## src/rtl/ps2_pkg.sv

```systemverilog
// Shared types and constants for the PS/2 keyboard receiver.
package ps2_pkg;

  typedef enum logic [1:0] {
    IDLE   = 2'd0,
    DATA   = 2'd1,
    PARITY = 2'd2,
    STOP   = 2'd3
  } ps2_state_e;

  localparam logic [7:0] PS2_BREAK = 8'hF0;
  localparam logic [7:0] PS2_EXT   = 8'hE0;

  // Odd parity over data plus parity bit.
  function automatic logic ps2_par_ok(input logic [7:0] d, input logic p);
    return ^{d, p};
  endfunction

endpackage

```

## src/rtl/ps2_receiver_if.sv

```systemverilog
// Key-event bus from the PS/2 receiver to the core (kstrobe/kpress/kcode).
interface ps2_receiver_if;
  logic       strobe;
  logic       pressed;
  logic [7:0] code;
  logic       extended;

  modport master (output strobe, pressed, code, extended);
  modport slave  (input  strobe, pressed, code, extended);
endinterface

```

## src/rtl/ps2_filter.sv

```systemverilog
// Two-flop synchroniser plus level filter for one raw PS/2 line (idle high).
module ps2_filter #(
  parameter int FILTER = 8
) (
  input  logic clock,
  input  logic reset,
  input  logic i_raw,
  output logic o_filt
);
  localparam int CW = $clog2(FILTER + 1);

  logic [1:0]    r_sync;
  logic          r_filt;
  logic [CW-1:0] r_cnt;
  logic          w_s;

  assign w_s    = r_sync[1];
  assign o_filt = r_filt;

  always_ff @(posedge clock or negedge reset) begin
    if (!reset) begin
      r_sync <= 2'b11;
      r_filt <= 1'b1;
      r_cnt  <= '0;
    end else begin
      r_sync <= {r_sync[0], i_raw};
      // Output flips on the FILTER-th consecutive differing sample.
      if (w_s != r_filt) begin
        if (r_cnt == CW'(FILTER - 1)) begin
          r_filt <= w_s;
          r_cnt  <= '0;
        end else begin
          r_cnt <= r_cnt + CW'(1);
        end
      end else begin
        r_cnt <= '0;
      end
    end
  end
endmodule

```

## src/rtl/ps2_receiver.sv

```systemverilog
// PS/2 keyboard frame receiver with F0/E0 prefix decoding and frame timeout.
// Define PS2_PARITY_EN to reject frames failing odd parity.
module ps2_receiver
  import ps2_pkg::*;
#(
  parameter int FILTER  = 8,
  parameter int TIMEOUT = 56000
) (
  input  logic           clock,
  input  logic           reset,
  input  logic           ps2Ck,
  input  logic           ps2D,
  ps2_receiver_if.master kbd
);
  localparam int TW = $clog2(TIMEOUT + 1);

  logic [1:0]    w_filt;
  logic          w_ck, w_d;
  logic          r_ck_d, r_fall, r_smp;
  ps2_state_e    r_state, w_state_n;
  logic [2:0]    r_bitcnt, w_bitcnt_n;
  logic [7:0]    r_shift, w_shift_n;
  logic          r_par, w_par_n;
  logic          r_brk, w_brk_n, r_ext, w_ext_n;
  logic [TW-1:0] r_to;
  logic          w_to_hit, w_frame_ok, w_emit;
  logic          r_strobe, r_pressed, r_extended;
  logic [7:0]    r_code;

  ps2_filter #(.FILTER(FILTER)) u_filt [1:0] (
    .clock  (clock),
    .reset  (reset),
    .i_raw  ({ps2D, ps2Ck}),
    .o_filt (w_filt)
  );

  assign w_ck = w_filt[0];
  assign w_d  = w_filt[1];

`ifdef PS2_PARITY_EN
  assign w_frame_ok = r_smp && ps2_par_ok(r_shift, r_par);
`else
  assign w_frame_ok = r_smp;
`endif

  assign w_to_hit = (r_state != IDLE) && (r_to == TW'(TIMEOUT - 1));

  always_comb begin
    w_state_n  = r_state;
    w_bitcnt_n = r_bitcnt;
    w_shift_n  = r_shift;
    w_par_n    = r_par;
    w_brk_n    = r_brk;
    w_ext_n    = r_ext;
    w_emit     = 1'b0;
    // An edge in the expiry cycle takes priority over the timeout.
    if (r_fall) begin
      case (r_state)
        IDLE: if (!r_smp) begin
          w_state_n  = DATA;
          w_bitcnt_n = 3'd0;
        end
        DATA: begin
          w_shift_n = {r_smp, r_shift[7:1]};
          if (r_bitcnt == 3'd7) w_state_n = PARITY;
          else                  w_bitcnt_n = r_bitcnt + 3'd1;
        end
        PARITY: begin
          w_par_n   = r_smp;
          w_state_n = STOP;
        end
        STOP: begin
          w_state_n = IDLE;
          if (w_frame_ok) begin
            if (r_shift == PS2_BREAK)    w_brk_n = 1'b1;
            else if (r_shift == PS2_EXT) w_ext_n = 1'b1;
            else begin
              w_emit  = 1'b1;
              w_brk_n = 1'b0;
              w_ext_n = 1'b0;
            end
          end
        end
        default: w_state_n = IDLE;
      endcase
    end else if (w_to_hit) begin
      w_state_n  = IDLE;
      w_bitcnt_n = 3'd0;
      w_shift_n  = 8'h00;
      w_brk_n    = 1'b0;
      w_ext_n    = 1'b0;
    end
  end

  always_ff @(posedge clock or negedge reset) begin
    if (!reset) begin
      r_ck_d     <= 1'b1;
      r_fall     <= 1'b0;
      r_smp      <= 1'b1;
      r_state    <= IDLE;
      r_bitcnt   <= 3'd0;
      r_shift    <= 8'h00;
      r_par      <= 1'b0;
      r_brk      <= 1'b0;
      r_ext      <= 1'b0;
      r_to       <= '0;
      r_strobe   <= 1'b0;
      r_pressed  <= 1'b0;
      r_code     <= 8'h00;
      r_extended <= 1'b0;
    end else begin
      r_ck_d   <= w_ck;
      r_fall   <= r_ck_d & ~w_ck;
      r_smp    <= w_d;
      r_state  <= w_state_n;
      r_bitcnt <= w_bitcnt_n;
      r_shift  <= w_shift_n;
      r_par    <= w_par_n;
      r_brk    <= w_brk_n;
      r_ext    <= w_ext_n;
      if (r_state == IDLE || r_fall) r_to <= '0;
      else                           r_to <= r_to + TW'(1);
      r_strobe <= w_emit;
      if (w_emit) begin
        r_code     <= r_shift;
        r_pressed  <= ~r_brk;
        r_extended <= r_ext;
      end
    end
  end

  assign kbd.strobe   = r_strobe;
  assign kbd.pressed  = r_pressed;
  assign kbd.code     = r_code;
  assign kbd.extended = r_extended;
endmodule
```

## src/flat_wrapper.sv

```systemverilog
// flat-port wrapper written by rule: the top's interface ports become plain ports
module ps2_receiver_flat import ps2_pkg::*;
#(
  parameter int FILTER  = 8,
  parameter int TIMEOUT = 56000
)
  (clock, reset, ps2Ck, ps2D, kbd_strobe, kbd_pressed, kbd_code, kbd_extended);
  ps2_receiver_if kbd_i ();
  input  logic clock;
  input  logic reset;
  input  logic ps2Ck;
  input  logic ps2D;
  output wire logic [$bits(kbd_i.strobe)-1:0] kbd_strobe;
  output wire logic [$bits(kbd_i.pressed)-1:0] kbd_pressed;
  output wire logic [$bits(kbd_i.code)-1:0] kbd_code;
  output wire logic [$bits(kbd_i.extended)-1:0] kbd_extended;
  assign kbd_strobe = kbd_i.strobe;
  assign kbd_pressed = kbd_i.pressed;
  assign kbd_code = kbd_i.code;
  assign kbd_extended = kbd_i.extended;
  ps2_receiver #(.FILTER(FILTER), .TIMEOUT(TIMEOUT)) u_core (.clock(clock), .reset(reset), .ps2Ck(ps2Ck), .ps2D(ps2D), .kbd(kbd_i));
endmodule
```

## config.mk

```make
export PLATFORM = sky130hd
export DESIGN_NAME = ps2_receiver_flat
export DESIGN_NICKNAME = d
export VERILOG_FILES = /design/src/rtl/ps2_pkg.sv /design/src/rtl/ps2_receiver_if.sv /design/src/rtl/ps2_filter.sv /design/src/rtl/ps2_receiver.sv /design/src/flat_wrapper.sv
export SDC_FILE = /design/constraint.sdc
export NUM_CORES = 1
export LEC_CHECK = 0
export ABC_AREA = 1
export CELL_PAD_IN_SITES_DETAIL_PLACEMENT = 0
export CELL_PAD_IN_SITES_GLOBAL_PLACEMENT = 1
export CORE_MARGIN = 1
export CORE_UTILIZATION = 49
export DETAILED_ROUTE_END_ITERATION = 6
export HOLD_SLACK_MARGIN = 0.05
export PLACE_DENSITY = 0.84
export SLEW_MARGIN = 20
export SYNTH_ARGS = -nofsm -noshare
export SYNTH_HDL_FRONTEND = slang
export SYNTH_SLANG_ARGS = --single-unit
```

## constraint.sdc

```tcl
create_clock -name clock -period 2.32 [get_ports clock]
set_input_delay 0.464 -clock clock [delete_from_list [all_inputs] [get_ports clock]]
set_output_delay 0.464 -clock clock [all_outputs]
set_load 0.1 [all_outputs]
```

==> impl_metrics.env, run 1 <==
export IMPL_outcome="finished, final reports clean"
export IMPL_worst_path_max_fanout=13
export IMPL_fmax_mhz=554
export IMPL_power_net_switching_uw=734
export IMPL_drt_iter0_markers=157
export IMPL_num_io_pins=15
export IMPL_p_seq_share_pct=43.8
export IMPL_cp_start_kind="flop"
export IMPL_clk_latency_ns=0.33
export IMPL_drt_vias_per_instance=4.88
export IMPL_drc=0
export IMPL_wl_um=4640
export IMPL_critPathLaunch="u_core.r_state[1]$_DFFE_PN0P_"
export IMPL_min_period_ns=1.80
export IMPL_clockBufferDepth=2
export IMPL_first_global_vias=1902
export IMPL_gp_congestion=0.783
export IMPL_r2r_end="u_core.r_state[1]$_DFFE_PN0P_"
export IMPL_fin_worst_skew_ns=0.00623
export IMPL_core_mm2=0.00524
export IMPL_grt_max_degree=34
export IMPL_power_internal_mw=2.10
export IMPL_initial_core_util_pct=52.0
export IMPL_worstReg2RegStart="u_core.r_state[1]$_DFFE_PN0P_"
export IMPL_maxCapViolations=0
export IMPL_synth_fp_nets=321
export IMPL_slew_headroom_pct=59.6
export IMPL_crit_path_end="u_core.r_state[1]$_DFFE_PN0P_"
export IMPL_cts_setup_buffers=0
export IMPL_vias=1993
export IMPL_holdWs_ns=0.135
export IMPL_ctsHoldBuffers=0
export IMPL_switching_share_pct=25.9
export IMPL_ant_nets=0
export IMPL_drive_gt1_share_pct=17.2
export IMPL_p_comb_share_pct=14.3
export IMPL_irDropWorstVdd_uv=527
export IMPL_yosysWarnings=0
export IMPL_setup_violations_final=0
export IMPL_synth_cell_types=29
export IMPL_critPathKind="reg2reg"
export IMPL_die_x_um=76.5
export IMPL_hold_viol_final=0
export IMPL_clock_sinks=59
export IMPL_synthCells=308
export IMPL_end_kind="flop"
export IMPL_cts_inserted_buffers=9
export IMPL_min_path_type="in2async"
export IMPL_nFillCells=431
export IMPL_track_usage_pct=18.5
export IMPL_antenna_found_initial=0
export IMPL_powerDensity_mw_per_mm2=888
export IMPL_cts_resized=0
export IMPL_cp_required_ns=2.54
export IMPL_drv_slew=0
export IMPL_power_frac_clock_pct=41.9
export IMPL_syn_cell_area_mm2=0.00272
export IMPL_arrival_ns=2.02
export IMPL_gr_total_overflow=0
export IMPL_worst_pin_slew_ns=0.607
export IMPL_avgSynthCellArea_um2=8.84
export IMPL_grt_pass1_wl_um=8400
export IMPL_seq_area_mm2=0.00149
export IMPL_die_y_um=76.5
export IMPL_ys_seq_elements=59
export IMPL_power_leakage_nw=1.54
export IMPL_antenna_cells=0
export IMPL_detailed_place_hpwl_um=3200
export IMPL_rrSetupSlack_ns=0.52
export IMPL_root_buffer="clkbuf_8"
export IMPL_post_route_util_pct=61.0
export IMPL_wl_per_cell_um=11.4
export IMPL_period_share_pct=77.7
export IMPL_clk_pin_slew_ns=0.07
export IMPL_areaGrowthSynthToFinish_pct=17.3
export IMPL_multiInputGateArea_mm2=0.00109
export IMPL_htree_num_levels=3
export IMPL_nets=346
export IMPL_fin_tns_setup_ns=0
export IMPL_r2r_cells=8
export IMPL_core_rowCount=26
export IMPL_yosysSeqAreaShare_pct=54.6
export IMPL_cts_tree="done"
export IMPL_firstDrtPassIters=4
export IMPL_rsz0062_at_grt="false"
export IMPL_port_buffer_count=14
export IMPL_dieArea_mm2=0.00586
## area by class of cell
| cell class | instances | share of cell area [%] |
|---|---|---|
| Timing Repair Buffer | 16 | 4.23 |
| Inverter | 36 | 4.31 |
| Sequential cell | 59 | 46.6 |
| Tap cell | 70 | 2.74 |
| Multi-Input combinational cell | 211 | 34.0 |
| Clock inverter | 4 | 2.98 |
| Clock buffer | 12 | 5.17 |
## per-layer routing
metal  GRT usage (%)  routed length [um]  part of all wire (%)
met4            11.0                 123                   2.7
met2            28.3                2020                    44
met1            24.7                2340                    50
met5               0                   0                     0
met3            3.23                 149                   3.2
## registers in the layout (all words and copies together) (netlist names), 2 cells and up
name                  count
u_core.r_bitcnt           3
u_core.u_filt.r_sync      4
u_core.r_to              16
u_core.u_filt.o_filt      2
u_core.r_shift            8
u_core.r_state            2
u_core.kbd.code           8
u_core.u_filt.r_cnt       8
## power by group through the flow
stage / sequential [mW] / combinational, mW / clock [mW]
final: 1.24 / 0.405 / 1.19
after global placement: 1.25 / 0.403 / 0
after detailed placement: 1.26 / 0.408 / 0
after CTS: 1.24 / 0.409 / 1.22
after floorplan: 1.24 / 0.301 / 0
after global routing: 1.26 / 0.483 / 1.25
## through the flow
| stage | std cells | cell area [um2] | total power, mW | worst slack, ns |
|---|---|---|---|---|
| CTS | 408 | 3190 | 2.87 | 0.498 |
| detailed placement | 392 | 2930 | 1.67 | 0.513 |
| floorplan | 308 | 2720 | 1.54 | 0.909 |
| finish | 408 | 3190 | 2.83 | 0.516 |
| global route | 408 | 3190 | 2.99 | 0.329 |
| global placement | 392 | 2930 | 1.66 | 0.616 |
## how the worst min path moves through the flow
| stage | from | endpoint | cells after the start |
|---|---|---|---|
| final | reset | u_core.r_to[12]$_DFF_PN0_ | 1 |
| after global routing | reset | u_core.r_to[12]$_DFF_PN0_ | 1 |
| after CTS | reset | u_core.r_to[12]$_DFF_PN0_ | 1 |
| after detailed placement | u_core.u_filt[0].r_sync[0]$_DFF_PN1_ | u_core.u_filt[0].r_sync[1]$_DFF_PN1_ | 0 |
| after global placement | u_core.u_filt[1].r_sync[0]$_DFF_PN1_ | u_core.u_filt[1].r_sync[1]$_DFF_PN1_ | 0 |
| after floorplan | reset | u_core.kbd.code[0]$_DFFE_PN0P_ | 0 |
## worst max-delay path, cell delays in order (launching register included)
cell	delay [ns]
dfrtp_1	0.39
inv_1	0.08
ha_1	0.20
nand2_2	0.21
clkinv_1	0.26
a21oi_1	0.33
nand2_1	0.12
nand2_1	0.07
nand2_1	0.05
## Yosys cell counts
| cell type | instances | area (um2) |
|---|---|---|
| a21oi_1 | 10 | 50.1 |
| buf_4 | 1 | 7.51 |
| clkbuf_1 | 1 | 3.75 |
| clkinv_1 | 2 | 7.51 |
| dfrtp_1 | 51 | 1280 |
| dfstp_2 | 8 | 210 |
| ha_1 | 9 | 113 |
| inv_1 | 29 | 109 |
| inv_2 | 4 | 15.0 |
| inv_4 | 1 | 6.26 |
| mux2_2 | 2 | 22.5 |
| nand2_1 | 82 | 308 |
| nand2_2 | 3 | 18.8 |
| nand2_4 | 1 | 11.3 |
| nand3_1 | 25 | 125 |
| nand3_2 | 2 | 20.0 |
| nand3b_1 | 3 | 22.5 |
| nand4_1 | 2 | 12.5 |
| nand4_4 | 1 | 21.3 |
| nor2_1 | 38 | 143 |
| nor2_2 | 3 | 18.8 |
| nor3_1 | 8 | 40.0 |
| nor3_2 | 2 | 20.0 |
| nor3_4 | 1 | 16.3 |
| o21a_1 | 1 | 7.51 |
| o21ai_0 | 5 | 25.0 |
| o21ai_1 | 6 | 30.0 |
| xnor2_1 | 4 | 35.0 |
| xor2_1 | 3 | 26.3 |
## logic make-up (layout without fill, tap and decap cells)
logic type               count (synthesis)  after routing  share of synthesized area, %
AO/OA/AOI/OAI                           22             22                          4.14
multiplexers                             2              2                         0.828
AND/OR/NAND/NOR                        171            171                          28.6
XOR/XNOR                                 7              7                          2.25
buffers and inverters                   38             68                          5.47
flip-flops                              59             59                          54.6
adder cells (fa/ha/maj)                  9              9                          4.14
## layout by cell type, fill, tap and decap left out, drive strengths merged
cell type,Yosys,routed
nand4,3,3
xor2,3,3
a21oi,10,10
clkbuf,1,12
xnor2,4,4
clkinv,2,3
ha,9,9
nor2,41,41
o21ai,11,11
dfstp,8,8
nand3,27,27
nand3b,3,3
nand2,86,86
bufinv,0,3
buf,1,14
dfrtp,51,51
mux2,2,2
o21a,1,1
nor3,11,11
clkdlybuf4s50,0,2
inv,34,34
Note: power is estimated with default switching activity, not from simulation.
==> run 2, diff against run 1 <==
--- a/config.mk
+++ b/config.mk
@@ -9,10 +9,10 @@
 export CELL_PAD_IN_SITES_DETAIL_PLACEMENT = 0
 export CELL_PAD_IN_SITES_GLOBAL_PLACEMENT = 1
 export CORE_MARGIN = 1
-export CORE_UTILIZATION = 49
+export CORE_UTILIZATION = 45
 export DETAILED_ROUTE_END_ITERATION = 6
 export HOLD_SLACK_MARGIN = 0.05
-export PLACE_DENSITY = 0.84
+export PLACE_DENSITY = 0.78
 export SLEW_MARGIN = 20
 export SYNTH_ARGS = -nofsm -noshare
 export SYNTH_HDL_FRONTEND = slang
==> constraint.sdc (replaced) <==
create_clock -name clock -period 1.8 [get_ports clock]
set_input_delay 0.36 -clock clock [delete_from_list [all_inputs] [get_ports clock]]
set_output_delay 0.36 -clock clock [all_outputs]
set_load 0.1 [all_outputs]
==> impl_metrics.env, run 2 (synthesized netlist as in run 1, its figures left out) <==
export IMPL_outcome="finished, final reports clean"
export IMPL_nets=349
export IMPL_drt_iter0_markers=126
export IMPL_cts_resized=0
export IMPL_die_y_um=79.8
export IMPL_hp_start="u_core.u_filt[1].r_sync[0]$_DFF_PN1_"
export IMPL_rsz0062_at_grt="false"
export IMPL_first_global_vias=1999
export IMPL_vias=2044
export IMPL_dieArea_mm2=0.00636
export IMPL_power_internal_mw=2.33
export IMPL_die_x_um=79.8
export IMPL_switching_share_pct=28.0
export IMPL_worst_path_max_fanout=13
export IMPL_power_frac_clock_pct=34.5
export IMPL_root_buffer="clkbuf_8"
export IMPL_end_kind="flop"
export IMPL_cp_required_ns=2.01
export IMPL_drive_gt1_share_pct=17.0
export IMPL_ant_nets=0
export IMPL_clk_latency_ns=0.32
export IMPL_fmax_mhz=627
export IMPL_antenna_found_initial=0
export IMPL_critPathKind="reg2reg"
export IMPL_clockBufferDepth=2
export IMPL_htree_num_levels=3
export IMPL_largest_reg_flops=16
export IMPL_hold_viol_final=0
export IMPL_clk_pin_slew_ns=0.06
export IMPL_power_net_switching_uw=908
export IMPL_areaGrowthSynthToFinish_pct=20.9
export IMPL_core_mm2=0.00568
export IMPL_cts_inserted_buffers=9
export IMPL_fin_worst_skew_ns=0.00569
export IMPL_track_usage_pct=17.5
export IMPL_clock_sinks=59
export IMPL_grt_pass1_wl_um=8410
export IMPL_detailed_place_hpwl_um=3220
export IMPL_antenna_cells=0
export IMPL_initial_core_util_pct=47.9
export IMPL_cts_tree="done"
export IMPL_arrival_ns=1.80
export IMPL_post_route_util_pct=58.0
export IMPL_cp_start_kind="flop"
export IMPL_period_share_pct=88.6
export IMPL_critPathLaunch="u_core.r_state[1]$_DFFE_PN0P_"
export IMPL_drv_slew=0
export IMPL_layout_common_cells="82 x nand2_1, 51 x dfrtp_1, 38 x nor2_1, 29 x inv_1, 25 x nand3_1"
export IMPL_num_io_pins=15
export IMPL_port_buffer_count=14
export IMPL_worstReg2RegStart="u_core.r_state[1]$_DFFE_PN0P_"
export IMPL_min_path_type="reg2reg"
export IMPL_total_power_mw=3.24
export IMPL_nFillCells=502
export IMPL_min_period_ns=1.59
export IMPL_wl_um=4530
export IMPL_largest_register="u_core.r_to"
export IMPL_grt_max_degree=60
export IMPL_gp_congestion=0.813
export IMPL_core_rowCount=27
export IMPL_fin_tns_setup_ns=0
export IMPL_firstDrtPassIters=4
export IMPL_gr_total_overflow=0
export IMPL_wl_per_cell_um=11.0
export IMPL_maxCapViolations=0
export IMPL_power_leakage_nw=1.56
export IMPL_p_seq_share_pct=49.3
export IMPL_final_common_cell="nand2_1"
export IMPL_irDropWorstVdd_uv=621
export IMPL_p_comb_share_pct=16.2
export IMPL_powerDensity_mw_per_mm2=984
export IMPL_worst_pin_slew_ns=0.405
export IMPL_slew_headroom_pct=72.8
export IMPL_drt_vias_per_instance=4.95
export IMPL_drc=0
export IMPL_setup_violations_final=0
## run 2: cell count changes in the layout (fill, tap and decap cells not counted)
cell / change
clkbuf_1: +2
buf_12: +11
dlygate4sd3_1: +1
clkbuf_8: +1
bufinv_16: -3
buf_4: -9
## run 2: layer usage
metal	routed length [um]	part of all wire [%]	GRT usage [%]
met4	86	1.9	10.2
met2	1970	43	26.4
met3	150	3.3	4.46
met1	2330	51	22.6
met5	0	0	0
## run 2: repair_timing
| action | 4_1_cts | 5_1_grt |
|---|---|---|
| setup buffers | 0 | 0 |
| hold buffers | 1 | 0 |
| hold endpoints to repair | 51 | 0 |
## run 2: layout make-up
class | count | area (um2) | area share, %
Clock buffer | 15 | 186 | 5.67
Clock inverter | 1 | 5.00 | 0.152
Inverter | 36 | 138 | 4.18
Multi-Input combinational cell | 211 | 1090 | 33.0
Sequential cell | 59 | 1490 | 45.2
Tap cell | 72 | 90.1 | 2.74
Timing Repair Buffer | 19 | 298 | 9.05
## run 2: metrics by stage
step	cells	setup WS, ns	hold slack, ns	cell area (um2)
5_1_grt	413	0.0465	0.362	3290
4_1_cts	413	0.200	0.356	3290
6_report	413	0.206	0.355	3290
2_1_floorplan	308	0.389	0.0644	2720
3_5_place_dp	396	0.213	0.348	3090
3_3_place_gp	396	0.292	0.346	3090
## run 2: power groups by stage
stage               clock network [mW]  logic (mW)  registers [mW]
global placement                     0       0.526            1.62
floorplan                            0       0.389            1.60
detailed placement                   0       0.524            1.62
global route                      1.21       0.609            1.61
CTS                               1.16       0.532            1.60
finish                            1.12       0.525            1.60
## run 2: critical path, stage by stage (launching register included)
cell and delay (ns):
dfrtp_1 0.40, inv_1 0.08, ha_1 0.20, nand2_2 0.21, clkinv_1 0.12, a21oi_1 0.25, nand2_1 0.11, nand2_1 0.07
nand2_1 0.05
## run 2: path summary, 6_finish.rpt
check	endpoint	slack (ns)	depth (start not counted)
worst max-delay path	u_core.r_state[1]$_DFFE_PN0P_	0.21	8
worst min-delay path	u_core.u_filt[1].r_sync[1]$_DFF_PN1_	0.35	0
worst max register to register	u_core.r_state[1]$_DFFE_PN0P_	0.21	8
worst min register to register	u_core.u_filt[1].r_sync[1]$_DFF_PN1_	0.35	0
max in group asynchronous	u_core.r_ck_d$_DFF_PN1_	0.92	3
min in group asynchronous	u_core.r_to[10]$_DFF_PN0_	0.56	3
